### config.mk
export PLATFORM = sky130hd
export DESIGN_NAME = uart_tx_fifo_flat
export DESIGN_NICKNAME = d
export VERILOG_FILES = /design/src/rtl/uart_tx_fifo_pkg.sv /design/src/rtl/uart_tx_fifo_if.sv /design/src/rtl/uart_sync_fifo.sv /design/src/rtl/uart_tx_fifo.sv /design/src/flat_wrapper.sv
export SDC_FILE = /design/constraint.sdc
export NUM_CORES = 1
export LEC_CHECK = 0
export CORE_AREA = 2 2 177 179
export CTS_CLUSTER_DIAMETER = 40
export DETAILED_ROUTE_END_ITERATION = 16
export DIE_AREA = 0 0 179 181
export HOLD_SLACK_MARGIN = 0.12
export SLEW_MARGIN = 20
export SYNTH_ARGS = -nofsm -noshare
export SYNTH_HDL_FRONTEND = slang
export SYNTH_SLANG_ARGS = --single-unit
export TNS_END_PERCENT = 20
### constraint.sdc
create_clock -name clk -period 4 [get_ports clk]
set_input_delay 0.6 -clock clk [delete_from_list [all_inputs] [get_ports clk]]
set_output_delay 0.6 -clock clk [all_outputs]
set_load 0.02 [all_outputs]
### src/rtl/uart_tx_fifo_pkg.sv
`default_nettype none
// ============================================================================
// Module   : uart_pkg
// Brief    : Shared UART definitions: FSM encodings, parity codes, baud divisor.
// Revision : 1.0 - initial release
// ============================================================================
package uart_pkg;

    typedef enum logic [2:0] {
        ST_IDLE   = 3'd0,
        ST_START  = 3'd1,
        ST_DATA   = 3'd2,
        ST_PARITY = 3'd3,
        ST_STOP   = 3'd4
    } uart_state_e;

    localparam int PARITY_NONE = 0;
    localparam int PARITY_ODD  = 1;
    localparam int PARITY_EVEN = 2;

    // Clocks per bit period; truncating division matches the baud counter reload.
    function automatic int uart_cycle(input int clk_mhz, input int baud);
        return (clk_mhz * 1000000) / baud;
    endfunction

endpackage
`default_nettype wire

### src/rtl/uart_tx_fifo_if.sv
`default_nettype none
// ============================================================================
// Module   : uart_tx_if
// Brief    : Valid/ready byte handshake from a producer into the UART TX block.
// Revision : 1.0 - initial release
// ============================================================================
interface uart_tx_if #(
    parameter int DATA_BITS = 8
) ();
    logic [DATA_BITS-1:0] tx_data;
    logic                 tx_data_valid;
    logic                 tx_data_ready;

    modport master (output tx_data, output tx_data_valid, input  tx_data_ready);
    modport slave  (input  tx_data, input  tx_data_valid, output tx_data_ready);
endinterface
`default_nettype wire

### src/rtl/uart_sync_fifo.sv
`default_nettype none
// ============================================================================
// Module   : uart_sync_fifo
// Brief    : Single-clock show-ahead FIFO; the head word is always on rd_data.
// Revision : 1.0 - initial release
// ============================================================================
module uart_sync_fifo #(
    parameter int WIDTH = 8,
    parameter int DEPTH = 16
) (
    input  wire logic                       clk,
    input  wire logic                       rst_n,
    input  wire logic                       wr_en,
    input  wire logic [WIDTH-1:0]           wr_data,
    input  wire logic                       rd_en,
    output logic      [WIDTH-1:0]           rd_data,
    output logic                            full,
    output logic                            empty,
    output logic      [$clog2(DEPTH):0]     level
);
    localparam int               c_AW   = $clog2(DEPTH);
    localparam logic [c_AW:0]    c_FULL = (c_AW+1)'(DEPTH);
    localparam logic [c_AW-1:0]  c_ONE  = c_AW'(1);

    logic [WIDTH-1:0] r_mem [DEPTH];
    logic [c_AW-1:0]  r_wr_ptr;
    logic [c_AW-1:0]  r_rd_ptr;
    logic [c_AW:0]    r_level;
    logic             w_wr;
    logic             w_rd;

    assign full    = (r_level == c_FULL);
    assign empty   = (r_level == '0);
    assign level   = r_level;
    assign rd_data = r_mem[r_rd_ptr];
    // A write is judged against the pre-edge fullness, so a pop on the same edge does not help it.
    assign w_wr    = wr_en && !full;
    assign w_rd    = rd_en && !empty;

    always_ff @(posedge clk) begin
        if (w_wr) begin
            r_mem[r_wr_ptr] <= wr_data;
        end
    end

    always_ff @(posedge clk) begin
        if (!rst_n) begin
            r_wr_ptr <= '0;
            r_rd_ptr <= '0;
            r_level  <= '0;
        end else begin
            if (w_wr) r_wr_ptr <= r_wr_ptr + c_ONE;
            if (w_rd) r_rd_ptr <= r_rd_ptr + c_ONE;
            case ({w_wr, w_rd})
                2'b10:   r_level <= r_level + 1'b1;
                2'b01:   r_level <= r_level - 1'b1;
                default: r_level <= r_level;
            endcase
        end
    end
endmodule
`default_nettype wire

### src/rtl/uart_tx_fifo.sv
`default_nettype none
// ============================================================================
// Module   : uart_tx_fifo
// Brief    : FIFO-fed UART transmitter sending back-to-back frames while data waits.
// Revision : 1.0 - initial release
// ============================================================================
module uart_tx_fifo
    import uart_pkg::*;
#(
    parameter int CLK_FRE    = 50,
    parameter int BAUD_RATE  = 115200,
    parameter int DATA_BITS  = 8,
    parameter int PARITY     = 0,
    parameter int STOP_BITS  = 1,
    parameter int FIFO_DEPTH = 16
) (
    input  wire logic                          clk,
    input  wire logic                          rst_n,
    uart_tx_if.slave                           bus,
    output logic                               tx_pin,
    output logic                               tx_busy,
    output logic [$clog2(FIFO_DEPTH):0]        fifo_level
);
    localparam int          c_CYCLE    = uart_cycle(CLK_FRE, BAUD_RATE);
    localparam logic [15:0] c_CYCLE_M1 = 16'(c_CYCLE - 1);
    localparam logic [2:0]  c_LAST_BIT = 3'(DATA_BITS - 1);
    localparam logic        c_LAST_STP = 1'(STOP_BITS - 1);

    uart_state_e          r_state;
    logic [15:0]          r_baud_cnt;
    logic [2:0]           r_bit_cnt;
    logic                 r_stop_cnt;
    logic [DATA_BITS-1:0] r_shift;
    logic                 r_par_bit;
    logic                 r_tx_pin;

    logic                 w_full;
    logic                 w_empty;
    logic                 w_wr_en;
    logic                 w_rd_en;
    logic [DATA_BITS-1:0] w_head;
    logic                 w_head_par;
    logic                 w_bit_done;
    logic                 w_last_stop;

    assign bus.tx_data_ready = !w_full && rst_n;
    assign w_wr_en     = bus.tx_data_valid && bus.tx_data_ready;
    assign w_bit_done  = (r_baud_cnt == c_CYCLE_M1);
    assign w_last_stop = (r_stop_cnt == c_LAST_STP);
    assign w_head_par  = (PARITY == PARITY_ODD) ? ~(^w_head) : (^w_head);
    assign w_rd_en     = !w_empty && ((r_state == ST_IDLE) ||
                         (r_state == ST_STOP && w_bit_done && w_last_stop));
    assign tx_pin      = r_tx_pin;
    assign tx_busy     = (r_state != ST_IDLE);

    uart_sync_fifo #(.WIDTH(DATA_BITS), .DEPTH(FIFO_DEPTH)) u_fifo (
        .clk     (clk),
        .rst_n   (rst_n),
        .wr_en   (w_wr_en),
        .wr_data (bus.tx_data),
        .rd_en   (w_rd_en),
        .rd_data (w_head),
        .full    (w_full),
        .empty   (w_empty),
        .level   (fifo_level)
    );

    always_ff @(posedge clk) begin
        if (!rst_n) begin
            r_state    <= ST_IDLE;
            r_baud_cnt <= '0;
            r_bit_cnt  <= '0;
            r_stop_cnt <= 1'b0;
            r_shift    <= '0;
            r_par_bit  <= 1'b0;
            r_tx_pin   <= 1'b1;
        end else begin
            case (r_state)
                ST_IDLE: begin
                    r_baud_cnt <= '0;
                    r_tx_pin   <= 1'b1;
                    if (!w_empty) begin
                        r_shift   <= w_head;
                        r_par_bit <= w_head_par;
                        r_tx_pin  <= 1'b0;
                        r_state   <= ST_START;
                    end
                end
                ST_START: begin
                    if (w_bit_done) begin
                        r_baud_cnt <= '0;
                        r_bit_cnt  <= '0;
                        r_tx_pin   <= r_shift[0];
                        r_shift    <= r_shift >> 1;
                        r_state    <= ST_DATA;
                    end else begin
                        r_baud_cnt <= r_baud_cnt + 16'd1;
                    end
                end
                ST_DATA: begin
                    if (w_bit_done) begin
                        r_baud_cnt <= '0;
                        if (r_bit_cnt == c_LAST_BIT) begin
                            if (PARITY != PARITY_NONE) begin
                                r_tx_pin <= r_par_bit;
                                r_state  <= ST_PARITY;
                            end else begin
                                r_tx_pin   <= 1'b1;
                                r_stop_cnt <= 1'b0;
                                r_state    <= ST_STOP;
                            end
                        end else begin
                            r_bit_cnt <= r_bit_cnt + 3'd1;
                            r_tx_pin  <= r_shift[0];
                            r_shift   <= r_shift >> 1;
                        end
                    end else begin
                        r_baud_cnt <= r_baud_cnt + 16'd1;
                    end
                end
                ST_PARITY: begin
                    if (w_bit_done) begin
                        r_baud_cnt <= '0;
                        r_tx_pin   <= 1'b1;
                        r_stop_cnt <= 1'b0;
                        r_state    <= ST_STOP;
                    end else begin
                        r_baud_cnt <= r_baud_cnt + 16'd1;
                    end
                end
                ST_STOP: begin
                    if (w_bit_done) begin
                        r_baud_cnt <= '0;
                        if (!w_last_stop) begin
                            r_stop_cnt <= 1'b1;
                        end else if (!w_empty) begin
                            // Chain straight into the next start bit: no idle clock between frames.
                            r_shift   <= w_head;
                            r_par_bit <= w_head_par;
                            r_tx_pin  <= 1'b0;
                            r_state   <= ST_START;
                        end else begin
                            r_tx_pin <= 1'b1;
                            r_state  <= ST_IDLE;
                        end
                    end else begin
                        r_baud_cnt <= r_baud_cnt + 16'd1;
                    end
                end
                default: begin
                    r_state    <= ST_IDLE;
                    r_baud_cnt <= '0;
                    r_tx_pin   <= 1'b1;
                end
            endcase
        end
    end
endmodule
`default_nettype wire
### src/flat_wrapper.sv
// flat-port wrapper written by rule: the top's interface ports become plain ports
module uart_tx_fifo_flat import uart_pkg::*;
#(
    parameter int CLK_FRE    = 50,
    parameter int BAUD_RATE  = 115200,
    parameter int DATA_BITS  = 8,
    parameter int PARITY     = 0,
    parameter int STOP_BITS  = 1,
    parameter int FIFO_DEPTH = 16
)
  (clk, rst_n, tx_pin, tx_busy, fifo_level, bus_tx_data, bus_tx_data_valid, bus_tx_data_ready);
  uart_tx_if #(.DATA_BITS(DATA_BITS)) bus_i ();
  input  wire logic clk;
  input  wire logic rst_n;
  output logic tx_pin;
  output logic tx_busy;
  output logic [$clog2(FIFO_DEPTH):0] fifo_level;
  input wire logic [$bits(bus_i.tx_data)-1:0] bus_tx_data;
  input wire logic [$bits(bus_i.tx_data_valid)-1:0] bus_tx_data_valid;
  output wire logic [$bits(bus_i.tx_data_ready)-1:0] bus_tx_data_ready;
  assign bus_i.tx_data = bus_tx_data;
  assign bus_i.tx_data_valid = bus_tx_data_valid;
  assign bus_tx_data_ready = bus_i.tx_data_ready;
  uart_tx_fifo #(.CLK_FRE(CLK_FRE), .BAUD_RATE(BAUD_RATE), .DATA_BITS(DATA_BITS), .PARITY(PARITY), .STOP_BITS(STOP_BITS), .FIFO_DEPTH(FIFO_DEPTH)) u_core (.clk(clk), .rst_n(rst_n), .bus(bus_i), .tx_pin(tx_pin), .tx_busy(tx_busy), .fifo_level(fifo_level));
endmodule
==> reports/summary.txt <==
DRT Wirelength: 14.4 mm
Final WS setup: 0.633 ns
Synth Area in XOR/XNOR: 2.33%
Synth cell count leaders: edfxtp_1 (128), dfxtp_1 (48), nand2_1 (46), mux4_2 (33), nor2_1 (31)
Initial Utilization: 24.8%
Post-Syn Instances: 521
GRT Overall Usage: 9.27%
Least-Margin Pin Slew: 0.963 ns
Largest net degree at the start of global routing: 45
Area grow syn2layout: 16.7%
Die Span X: 179 um
Post-Synth Simple-Gate Area: 10.5%
WL met3: 682 um
Max FO, Critical Path: 7
Yosys Warn Count: 0
Final #Nets: 561
Vias: 4242
Min-delay worst type: flip-flop to flip-flop
# port buffers: 18
Buf+Inv Stages, Crit Path: 1
Syn Area/Cell: 14.4 um^2
Clk sinks: 176
Drt first pass iters: 7
Max Slew Vio Count: 0
Num CTS Buffers: 17
Crit path max-delay family: compound AO/OA/AOI/OAI gates
Most frequent CP cell: ha_1
Resized cells post-CTS: 0
Status: finished clean
DRT iter0 DRCs: 334
Cell Area, Synth: 7520 um^2
HPWL Detailed: 9.38 mm
Clk_skew: 0.0129 ns
Yosys reg bits: 176
Clk_lat worst skew: 0.43 ns
Antenna Violating Nets Remaining: 0
Total congestion overflow: 0
Initial antenna violation count: 0
Met2 wire len: 6.54 mm
PnR Total Power: 5.00 mW
Final core occ: 28.9%
Setup TNS: 0 ns
Die footprint: 32400 um^2
Setup WS pre-CTS: 0.651 ns
Mux cell area share after synthesis: 12.1%
Hold_buf cts: 0
Inserted Diodes: 0
Complex-gate fraction of the synthesized area: 7.07%
Leading area contributor after synthesis: edfxtp_1
LEAKAGE: 2.78 nW
Arrival @ worst endpoint: 3.73 ns
Number of global-route vias before repair: 4189
Dominant cell by count in the synthesized netlist: edfxtp_1
Final Non-Filler Cells: 948
Vias per inst: 4.47
WL per Instance: 15.2 um
CTS tree: built
CP Capture Type: flip-flop
Highest Signal Layer: met4
Chip height: 181 um
Startpoint types: flip-flop
PwrDens: 569 nW/um^2
Fin crit share: 84.2%
Netlist cell types: 62
Main combinational cell family by area after synthesis: multiplexers
Slowest Stage Delay on Critical Path: 0.38 ns
Final Hold Fails: 0
Share of layout cells above drive strength 1: 17.9%
Post-synth ARST share: 0%
Max-cap violations: 0
EDFF count, synth: 128
Top post-synthesis cells by area: edfxtp_1 (51%), dfxtp_1 (13%), mux4_2 (9.9%), nand2_1 (2.3%), ha_1 (1.8%)
Worst slew margin: 35.8%
Type of the worst setup path: flip-flop to flip-flop
WL met1: 7.13 mm
Setup bufs post-CTS: 0
Share of the synthesized area in the top cell type: 51.1%
DP Cell Count: 916
Global-route wire length before repair: 23.3 mm
Unrepaired setup endpoints after global routing: no
Maximum clock path buffer count: 2
Critical Path RT: 4.36 ns
# setup viols final: 0
CTS root buffer: clkbuf_16
Clock transition at path regs: 0.07 ns
H-tree depth: 4
GP Congestion: 0.753
Peak supply drop: 295 uV
Core footprint: 30300 um^2
Cell breakdown of the critical path: ha_1 -> nor4bb_1 -> a41o_1 -> nand3_1 -> inv_1 -> ha_1 -> xor2_1 -> ha_1 -> a21boi_0 -> o22ai_1 -> or2_2 -> o31a_1 -> nand3_1
Highest clock rate: 297 MHz
Post-synth top flop: edfxtp_1
Min Tclk post-route: 3.37 ns
DRC Markers: 0
Post-Synth Adder-Cell Area: 1.83%
Slowest-stage cell, CP: nor4bb_1
Num rows: 64
Syn_nets: 543
Seq/Total Area, Yosys: 63.9%
Ports: 19
-- flip-flops by register name, summed over array words and instances (netlist names), named ones only --
signal,cells
u_core.r_baud_cnt,16
u_core.r_bit_cnt,3
u_core.r_shift,8
u_core.r_state,3
u_core.tx_pin,1
u_core.u_fifo.level,5
u_core.u_fifo.r_mem,128
u_core.u_fifo.r_rd_ptr,4
u_core.u_fifo.r_wr_ptr,4
-- cell type report --
| type | instances | area (um^2) |
|---|---|---|
| clock buffers | 17 | 425 |
| fillers | 3008 | 21600 |
| well taps | 396 | 495 |
| repair buffers | 29 | 263 |
| multi-input cells | 306 | 2550 |
| inverters | 9 | 33.8 |
| flip-flops and latches | 176 | 4810 |
| clock inverters | 15 | 214 |
-- path summary, 6_finish.rpt --
| kind | cells past startpoint | startpoint | slack (ns) | endpoint |
|---|---|---|---|---|
| setup / recovery | 13 | u_core.r_baud_cnt[0]$_SDFF_PP0_ | 0.63 | u_core.u_fifo.level[4]$_SDFFE_PN0P_ |
| hold / removal | 2 | u_core.r_shift[7]$_SDFFE_PN0P_ | 0.47 | u_core.r_shift[7]$_SDFFE_PN0P_ |
| setup reg to reg | 13 | u_core.r_baud_cnt[0]$_SDFF_PP0_ | 0.63 | u_core.u_fifo.level[4]$_SDFFE_PN0P_ |
| hold reg to reg | 2 | u_core.r_shift[7]$_SDFFE_PN0P_ | 0.47 | u_core.r_shift[7]$_SDFFE_PN0P_ |
-- layer usage --
metal | track usage, % | vias to the layer above
met5 | 0 | -
met4 | 2.34 | 0
met3 | 2.19 | 7
met2 | 13.9 | 89
met1 | 13.4 | 2115
li1 | - | 2031
-- where the power goes --
group / switching [mW] / leakage, nW / internal, mW / total [mW]
logic: 0.585 / 0.920 / 0.471 / 1.06
clock network: 0.800 / 0.312 / 0.968 / 1.77
registers: 0.111 / 1.54 / 2.06 / 2.18
-- cells by family (layout without fill, tap and decap cells) --
kind of cell | Yosys count | after routing
XOR/XNOR | 20 | 20
AO/OA/AOI/OAI | 70 | 70
adder cells (fa/ha/maj) | 11 | 11
multiplexers | 49 | 49
AND/OR/NAND/NOR | 156 | 156
buffers and inverters | 39 | 70
flip-flops | 176 | 176
-- placed cells by master (no fill, tap or decap), drive strengths merged, types with 5 or more instances in the layout --
cell type and instances:
xor2 12, edfxtp 128, nor2 32, a21oi 8, ha 11, clkdlybuf4s50 18, mux2 7, nor3 10
xnor2 8, and2 13, o21ai 11, nand4 6, dfxtp 48, clkbuf 17, buf 11, a31oi 9
a21boi 7, and3 6, mux2i 9, inv 17, or3 5, mux4 33, nand2 47, clkinv 5
o31ai 8, o211ai 7, nand3 14
-- through the flow --
step           hold slack [ns]  cell area [um^2]
2_1_floorplan            0.429              7520
3_3_place_gp             0.446              8140
3_5_place_dp             0.455              8140
4_1_cts                  0.474              8780
5_1_grt                  0.508              8780
6_report                 0.471              8780
-- tightest hold or removal path, cell delays in order, from the launching register on --
cell and delay (ns):
dfxtp_1 0.32, nand2_1 0.07, o21ai_2 0.05
No activity file was read; power rests on OpenSTA's default activity.
